## src/rtl/mem_bus_arbiter2_pkg.sv

```systemverilog
// Shared types and constants for the two-master memory bus arbiter.
package mem_bus_arbiter2_pkg;

    typedef enum logic [1:0] {
        ST_IDLE  = 2'd0,
        ST_BUSY0 = 2'd1,
        ST_BUSY1 = 2'd2
    } arb_state_t;

    localparam logic [1:0]  GRANT_M0          = 2'b01;
    localparam logic [1:0]  GRANT_M1          = 2'b10;
    localparam logic [31:0] DEFAULT_ERR_RDATA = 32'hDEADBEEF;

endpackage

```

## src/rtl/mem_arb_watchdog.sv

```systemverilog
// Watchdog for the arbiter: counts BUSY cycles without a slave ack,
// flags a forced completion and keeps a saturating count of them.
module mem_arb_watchdog #(
    parameter int unsigned TIMEOUT_CYCLES = 255
) (
    input  logic       clk,
    input  logic       rst,
    input  logic       busy,
    input  logic       s_ready,
    output logic       expire,
    output logic [7:0] timeout_count
);

    localparam int unsigned     WD_W    = $clog2(TIMEOUT_CYCLES + 1);
    localparam logic [WD_W-1:0] WD_LAST = WD_W'(TIMEOUT_CYCLES - 1);

    logic [WD_W-1:0] wd_cnt;
    logic            terminal;

    // A real ack on the terminal cycle wins, so expire needs s_ready low.
    assign terminal = busy && (wd_cnt == WD_LAST);
    assign expire   = terminal && !s_ready;

    // Count BUSY cycles; clear whenever the transaction ends or the bus is idle.
    always_ff @(posedge clk or posedge rst) begin
        if (rst) begin
            wd_cnt <= '0;
        end else if (!busy || s_ready || terminal) begin
            wd_cnt <= '0;
        end else begin
            wd_cnt <= wd_cnt + WD_W'(1);
        end
    end

    // Saturating tally of forced completions.
    always_ff @(posedge clk or posedge rst) begin
        if (rst) begin
            timeout_count <= 8'd0;
        end else if (expire && (timeout_count != 8'hFF)) begin
            timeout_count <= timeout_count + 8'd1;
        end
    end

endmodule

```

## src/rtl/mem_bus_arbiter2.sv

```systemverilog
// Two-master arbiter in front of a single picorv32-native memory slave.
// m0 = CPU, m1 = DMAC. One transaction at a time, round-robin or fixed
// priority, with a watchdog that force-completes unacknowledged requests.
module mem_bus_arbiter2
    import mem_bus_arbiter2_pkg::*;
#(
    parameter int unsigned TIMEOUT_CYCLES = 255,
    parameter logic [31:0] ERR_RDATA      = DEFAULT_ERR_RDATA,
    parameter bit          FIXED_PRIO     = 1'b0
) (
    input  logic        clk,
    input  logic        rst,
    input  logic        m0_valid,
    input  logic        m0_instr,
    input  logic [31:0] m0_addr,
    input  logic [31:0] m0_wdata,
    input  logic [3:0]  m0_wstrb,
    output logic        m0_ready,
    output logic [31:0] m0_rdata,
    input  logic        m1_valid,
    input  logic        m1_instr,
    input  logic [31:0] m1_addr,
    input  logic [31:0] m1_wdata,
    input  logic [3:0]  m1_wstrb,
    output logic        m1_ready,
    output logic [31:0] m1_rdata,
    output logic        s_valid,
    output logic        s_instr,
    output logic [31:0] s_addr,
    output logic [31:0] s_wdata,
    output logic [3:0]  s_wstrb,
    input  logic        s_ready,
    input  logic [31:0] s_rdata,
    output logic [1:0]  grant,
    output logic        timeout_pulse,
    output logic [7:0]  timeout_count
);

    arb_state_t  state_q, state_d;
    logic        rr_last_q;      // 0 = m0 was served last, 1 = m1
    logic        busy;
    logic        expire;
    logic        done;
    logic [31:0] resp_rdata;

    assign busy       = (state_q != ST_IDLE);
    assign done       = busy && (s_ready || expire);
    assign resp_rdata = s_ready ? s_rdata : ERR_RDATA;

    mem_arb_watchdog #(
        .TIMEOUT_CYCLES (TIMEOUT_CYCLES)
    ) u_watchdog (
        .clk           (clk),
        .rst           (rst),
        .busy          (busy),
        .s_ready       (s_ready),
        .expire        (expire),
        .timeout_count (timeout_count)
    );

    // State register.
    always_ff @(posedge clk or posedge rst) begin
        if (rst) begin
            state_q <= ST_IDLE;
        end else begin
            state_q <= state_d;
        end
    end

    // Remember who was served last; reset to m1 so m0 wins the first tie.
    always_ff @(posedge clk or posedge rst) begin
        if (rst) begin
            rr_last_q <= 1'b1;
        end else if (done) begin
            rr_last_q <= (state_q == ST_BUSY1);
        end
    end

    // Next-state: arbitrate in IDLE, return to IDLE on ack or timeout.
    always_comb begin
        state_d = state_q;
        case (state_q)
            ST_IDLE: begin
                if (m0_valid && m1_valid) begin
                    state_d = (FIXED_PRIO || rr_last_q) ? ST_BUSY0 : ST_BUSY1;
                end else if (m0_valid) begin
                    state_d = ST_BUSY0;
                end else if (m1_valid) begin
                    state_d = ST_BUSY1;
                end
            end
            ST_BUSY0, ST_BUSY1: begin
                if (s_ready || expire) begin
                    state_d = ST_IDLE;
                end
            end
            default: state_d = ST_IDLE;
        endcase
    end

    // Outputs: forward the owner's request and route the response back to it.
    always_comb begin
        grant         = 2'b00;
        s_valid       = 1'b0;
        s_instr       = 1'b0;
        s_addr        = 32'd0;
        s_wdata       = 32'd0;
        s_wstrb       = 4'd0;
        m0_ready      = 1'b0;
        m0_rdata      = 32'd0;
        m1_ready      = 1'b0;
        m1_rdata      = 32'd0;
        timeout_pulse = expire;
        case (state_q)
            ST_BUSY0: begin
                grant    = GRANT_M0;
                s_valid  = 1'b1;
                s_instr  = m0_instr;
                s_addr   = m0_addr;
                s_wdata  = m0_wdata;
                s_wstrb  = m0_wstrb;
                m0_ready = done;
                m0_rdata = done ? resp_rdata : 32'd0;
            end
            ST_BUSY1: begin
                grant    = GRANT_M1;
                s_valid  = 1'b1;
                s_instr  = m1_instr;
                s_addr   = m1_addr;
                s_wdata  = m1_wdata;
                s_wstrb  = m1_wstrb;
                m1_ready = done;
                m1_rdata = done ? resp_rdata : 32'd0;
            end
            default: ;
        endcase
    end

endmodule

```

## config.mk

```make
export PLATFORM = sky130hd
export DESIGN_NAME = mem_bus_arbiter2
export DESIGN_NICKNAME = d
export VERILOG_FILES = /design/src/rtl/mem_bus_arbiter2_pkg.sv /design/src/rtl/mem_arb_watchdog.sv /design/src/rtl/mem_bus_arbiter2.sv
export SDC_FILE = /design/constraint.sdc
export NUM_CORES = 1
export LEC_CHECK = 0
export CELL_PAD_IN_SITES_DETAIL_PLACEMENT = 1
export CELL_PAD_IN_SITES_GLOBAL_PLACEMENT = 1
export CORE_UTILIZATION = 17
export CTS_BUF_LIST = sky130_fd_sc_hd__clkbuf_8 sky130_fd_sc_hd__clkbuf_16
export DETAILED_ROUTE_END_ITERATION = 7
export PLACE_DENSITY_LB_ADDON = 0.1
export SETUP_SLACK_MARGIN = 0.15
export SLEW_MARGIN = 5
export SYNTH_ARGS = -nofsm -noshare
export SYNTH_HDL_FRONTEND = slang
export SYNTH_SLANG_ARGS = --single-unit
```

## constraint.sdc

```tcl
create_clock -name clk -period 3.1 [get_ports clk]
set_input_delay 0.93 -clock clk [delete_from_list [all_inputs] [get_ports clk]]
set_output_delay 0.93 -clock clk [all_outputs]
set_load 0.1 [all_outputs]
```

# After elaboration in Yosys (flattened, before gate mapping)
# Cells that the tools add are included.
dict set report word_totals {
  register_bits 19
  in_bits 175
  wordCells 45
}
dict set report op_classes {
  eq_ne 6
  n_mux 19
  n_reduce_logical 14
  n_addsub 2
}
# cell count
set op_table {}
lappend op_table {{two-way mux 32 bit} 4}
lappend op_table {{case mux 32 bit (2 select lines)} 2}
lappend op_table {{adder 8 x 1 -> 8 bit, second input constant} 2}
lappend op_table {{two-way mux 2 bit} 5}
lappend op_table {{== test 8 bit, second input constant} 1}
lappend op_table {{two-way mux 8 bit} 1}
lappend op_table {{inequality test 8 bit, second input constant} 1}
lappend op_table {{case mux 2 bit (2 select lines)} 2}
lappend op_table {{case mux 4 bit (2 select lines)} 1}
lappend op_table {{logical AND 1 bit} 5}
lappend op_table {{inequality test 4 bit, second input constant} 1}
lappend op_table {{logical OR 1 bit} 3}
lappend op_table {{two-way mux 1 bit} 3}
lappend op_table {{== test 2 x 1 -> 1 bit, second input constant} 1}
lappend op_table {{== test 2 bit, second input constant} 1}
lappend op_table {{logical NOT 1 bit} 2}
lappend op_table {{logical NOT 2 bit} 1}
lappend op_table {{inequality test 2 x 1 -> 1 bit, second input constant} 1}
lappend op_table {{case mux 1 bit (2 select lines)} 1}
lappend op_table {{AND reduction 2 bit} 1}
lappend op_table {{nonzero test 2 bit} 1}
lappend op_table {{OR reduction 2 bit} 1}

# Depth between registers and ports, before layout
dict set report depth {
  word_depth 7
  depth_mapped 7
}

# Modules after synthesis
# Synthesis repeated with hierarchy kept, for this count alone.
dict set report unflattened {
  hier_cells 359
  hier_area_um2 2607.5
}
# module seq_area_each_um2 instances cells_each area_per_inst_um2
set by_module_without_submodules {}
lappend by_module_without_submodules {mem_bus_arbiter2 76.3 1 285 1824.2}
lappend by_module_without_submodules {mem_arb_watchdog 400.4 1 74 783.3}

# Least setup slack after synthesis
# Ideal clock, no wire load.
dict set report synth_path {
  path_kind {reg2out}
  from {reg state_q[0]}
  to {out s_addr[0]}
  path_stages_with_launch 5
  required_ps 2170
  arrival_time_ps 3058
  path_slack_ps -888
  path_cell_list {dfrtp_1 -> inv_1 -> ha_1 -> clkbuf_1 -> nor2b_1}
}
dict set report synth_via {
  elab_chain_len 2
  word_cells_on_any_way 3
  cone_classes {eq/ne: 2; mux: 1}
}
# item line
set synth_rtl {}
lappend synth_rtl {{start: declaration} mem_bus_arbiter2.sv:39} ;# arb_state_t state_q, state_d;
lappend synth_rtl {{start signal: assignment} mem_bus_arbiter2.sv:66} ;# state_q <= state_d;
lappend synth_rtl {{== test 2 bit or == test 2 x 1 -> 1 bit (tied branches)} mem_bus_arbiter2.sv:114} ;# case (state_q)
lappend synth_rtl {{case mux 32 bit (2 select lines) (*)} mem_bus_arbiter2.sv:114}
lappend synth_rtl {{end: declaration} mem_bus_arbiter2.sv:29} ;# output logic [31:0] s_addr,
# Mark *: on every way between the ends. The rest lies on a longest branch, timed or not.

# Final worst setup path
dict set report layout_path {
  from {reg state_q[1]}
  to {out m0_rdata[18]}
}
dict set report layout_via {
  elab_chain_len 7
  word_cells_on_any_way 8
  cone_classes {eq/ne: 1; mux: 2; reduce/logical: 5}
}
# item line
set layout_rtl {}
lappend layout_rtl {{nonzero test 2 bit} mem_bus_arbiter2.sv:46} ;# assign busy = (state_q != ST_IDLE);
lappend layout_rtl {{logical AND 1 bit} mem_arb_watchdog.sv:21} ;# assign terminal = busy && (wd_cnt == WD_LAST);
lappend layout_rtl {{logical AND 1 bit} mem_arb_watchdog.sv:22} ;# assign expire = terminal && !s_ready;
lappend layout_rtl {{logical OR 1 bit} mem_bus_arbiter2.sv:47} ;# assign done = busy && (s_ready || expire);
lappend layout_rtl {{logical AND 1 bit} mem_bus_arbiter2.sv:47}
lappend layout_rtl {{two-way mux 32 bit} mem_bus_arbiter2.sv:123} ;# m0_rdata = done ? resp_rdata : 32'd0;
lappend layout_rtl {{two-way mux 32 bit (*)} mem_bus_arbiter2.sv:114}
lappend layout_rtl {{end: declaration} mem_bus_arbiter2.sv:19} ;# output logic [31:0] m0_rdata,
# Marked as above.

==> flow_metrics.env <==
export IMPL_fp_coreArea_sq_mm=0.0146
export IMPL_hold_buffers=0
export IMPL_synth_ff_type="dfrtp_1"
export IMPL_critPathBufInv=4
export IMPL_finalHoldViolations=0
export IMPL_wl_mm=17.9
export IMPL_hpwlAfterDp_mm=14.5
export IMPL_synth_area_leader_cell="nor2b_1"
export IMPL_clk_path_buf_depth=2
export IMPL_hold_class="reg2reg"
export IMPL_die_area_sq_mm=0.0155
export IMPL_worst_path_largest_cell_delay_ps=370
export IMPL_power_density_mw_per_mm2=897
export IMPL_cp_arrival_ps=2070
export IMPL_critPathKind="reg2out"
export IMPL_yosys_area_share_xor_xnor_pct=4.12
export IMPL_cp_num_cells=9
export IMPL_grt_pass1_vias=4628
export IMPL_drv_slew=0
export IMPL_r2r_cells=8
export IMPL_yosysSeqAreaShare_pct=18.7
export IMPL_grt_max_degree=41
export IMPL_synth_edff_count=0
export IMPL_fin_skew_ps=5.86
export IMPL_status="complete, no violations"
export IMPL_place_congestion=0.823
export IMPL_final_antenna_net_count=0
export IMPL_syn_inst=356
export IMPL_start_util_pct=17.5
export IMPL_clock_sinks=19
export IMPL_maxCapViolations=0
export IMPL_critPathRequiredTime_ps=2170
export IMPL_relSlewSlack_pct=49.9
export IMPL_synth_fa_ha_area_share_pct=3.92
export IMPL_rsz0062_at_grt="true"
export IMPL_critical_path_peak_fanout=5
export IMPL_path_clk_slew_ps=50
export IMPL_tightest_slew_ps=751
export IMPL_leakage_nw=3.56
export IMPL_drtIter0Drc=88
export IMPL_endpoint_kind="primary output"
export IMPL_worstSkewPairLatency_ps=250
export IMPL_final_nets=896
export IMPL_netlist_area_sq_mm=0.00255
export IMPL_yosysWarnings=0
export IMPL_power_mw=8.03
export IMPL_crit_family="buffers and inverters"
export IMPL_yosys_top_cells_area="nor2b_1, a22oi_1, dfrtp_1, nor2_1, and2_1"
export IMPL_via_per_inst=4.64
export IMPL_ir_worst_vdd_mv=0.582
export IMPL_cts_tree="built"
export IMPL_cts_buffers=3
export IMPL_io_buffers=321
export IMPL_grt_overflow=0
export IMPL_htreeDepth=1
export IMPL_crit_path_start_kind="flop"
export IMPL_ctsRootBufferMaster="clkbuf_16"
export IMPL_path_cells="inv_2 > ha_4 > and4b_1 > a21o_4 > nand3_4 > buf_12 > buf_12 > nor2_4 > buf_12"
export IMPL_yosysTopAreaCellShare_pct=22.8
export IMPL_critPathSlowestCell="dfrtp_1"
export IMPL_antenna_found_initial=1
export IMPL_grt_pass1_wl_mm=27.0
export IMPL_die_w_um=125
export IMPL_synthMuxAreaShare_pct=0.588
export IMPL_final_min_clock_period_ps=3000
export IMPL_synth_simple_area_share_pct=43.4
export IMPL_syn2layout_area_growth_pct=251
export IMPL_finalSetupViolations=0
export IMPL_ys_ff_latch=19
export IMPL_synth_compound_area_share_pct=23.0
export IMPL_die_height_um=125
export IMPL_placementRows=44
export IMPL_wire_per_inst_um=19.9
export IMPL_syn_area_per_cell_sq_um=7.17
export IMPL_holdPathStages=2
export IMPL_syn_nets=539
export IMPL_io_pins=322
export IMPL_drcViolationCount=0
export IMPL_synth_top_family_by_area="simple AND/OR/NAND/NOR gates"
export IMPL_fmaxAchievable_mhz=333
export IMPL_cpMostUsedCell="buf_12"
export IMPL_async_reset_ff_share_pct=100
export IMPL_tns_ps=0
export IMPL_dr_total_vias=4164
export IMPL_drive_gt1_share_pct=51.4
export IMPL_grt_usage_pct=22.1
export IMPL_dr_pass1_iters=4
export IMPL_synth_cell_types=33
export IMPL_finalCritPeriodShare_pct=96.8
## logic make-up after synthesis
group                      Yosys count
and+or+nand+nor                    198
AOI/OAI and AO/OA                   79
buffers and inverters               39
DFF                                 19
xor gates and xnor gates            12
adders and majority gates            8
muxes                                1
## stage by stage
| stage | cells | hold WS [ps] | utilization [%] | worst slack [ps] | area (sq um) |
|---|---|---|---|---|---|
| 2_1_floorplan | 356 | 465 | - | -332 | 3420 |
| 3_3_place_gp | 876 | 492 | 58.5 | -211 | 8530 |
| 3_5_place_dp | 876 | 493 | 58.5 | -235 | 8530 |
| 4_1_cts | 892 | 504 | 60.6 | 116 | 8840 |
| 5_1_grt | 897 | 527 | 61.3 | 16.0 | 8950 |
| 6_report | 897 | 501 | 61.3 | 101 | 8950 |
## report_power, final
group          internal, mW  total, mW  leakage, nW  switching [mW]
Sequential            0.276      0.296        0.257          0.0205
Clock                 0.171      0.258       0.0423          0.0862
Combinational          2.98       7.48         3.26            4.50
## cell type report
| type | instances | area, sq um |
|---|---|---|
| antenna | 1 | 2.50 |
| clock buffer | 3 | 75.1 |
| clock inverter | 1 | 3.75 |
| fill | 1476 | 5640 |
| inverter | 8 | 33.8 |
| multi-input combinational | 298 | 2850 |
| sequential | 19 | 478 |
| tap | 184 | 230 |
| timing repair buffer | 383 | 5270 |
## path summary, 6_finish.rpt
kind / start / slack (ps) / to
max: state_q[1] / 100 / m0_rdata[18]
max in group asynchronous: rst / 1460 / u_watchdog.wd_cnt[0]
min: rr_last_q / 500 / rr_last_q
min in group asynchronous: rst / 1110 / u_watchdog.timeout_count[2]
min reg2reg: rr_last_q / 500 / rr_last_q
max reg2reg: state_q[1] / 1180 / u_watchdog.timeout_count[1]
## repair_timing
item,CTS,global route
resized for setup,25,18
gates cloned,3,2
pin swaps,10,10
endpoints found under the setup margin,95,76
buffers inserted,9,2
## worst min-delay path, stage by stage (launching register included)
cell and delay [ps]:
dfstp_2 370, o21ai_0 70, nand2_1 60
## Yosys cell counts, types with 2 or more instances
cell	instances
xor2_1	5
buf_2	6
a22oi_1	69
a21o_1	2
inv_1	8
xnor2_1	7
ha_1	8
clkbuf_1	24
a21oi_1	2
nor2b_1	93
and4_1	2
nand2_1	4
nand4_1	5
nand3_1	7
o31ai_1	2
and3_1	5
nor2_1	57
and2_1	17
nand3_2	2
dfrtp_1	18
## state kept, by name, indices dropped and copies added (netlist names)
register and cells:
state_q 2, u_watchdog.timeout_count 8, u_watchdog.wd_cnt 8, rr_last_q 1
## cells in the final DEF (no fill, tap or decap), drive strengths merged
master | Yosys | final
nand3 | 9 | 9
and4 | 3 | 3
clkbuf | 24 | 4
clkdlybuf4s50 | 0 | 173
o31ai | 2 | 2
and3 | 6 | 6
o2111ai | 1 | 1
nor2 | 57 | 57
a21oi | 2 | 2
nand4 | 5 | 5
nor2b | 93 | 93
a31oi | 1 | 1
and3b | 1 | 1
dfstp | 1 | 1
a22oi | 69 | 69
o21ai | 1 | 1
xor2 | 5 | 5
diode | 0 | 1
inv | 8 | 8
buf | 7 | 209
and4b | 1 | 1
ha | 8 | 8
and2 | 17 | 17
a21o | 3 | 3
xnor2 | 7 | 7
dfrtp | 18 | 18
clkinvlp | 0 | 1
nand2 | 5 | 5
nand2b | 1 | 1
mux2 | 1 | 1
## metal layers
layer | share of wire, % | wire, um | track usage, %
met1 | 32 | 5730 | 21.4
met3 | 5.8 | 1030 | 5.07
met4 | 3.2 | 574 | 6.09
met2 | 59 | 10500 | 45.3
met5 | 0 | 0 | 0
(Power assumes the default switching activity.)
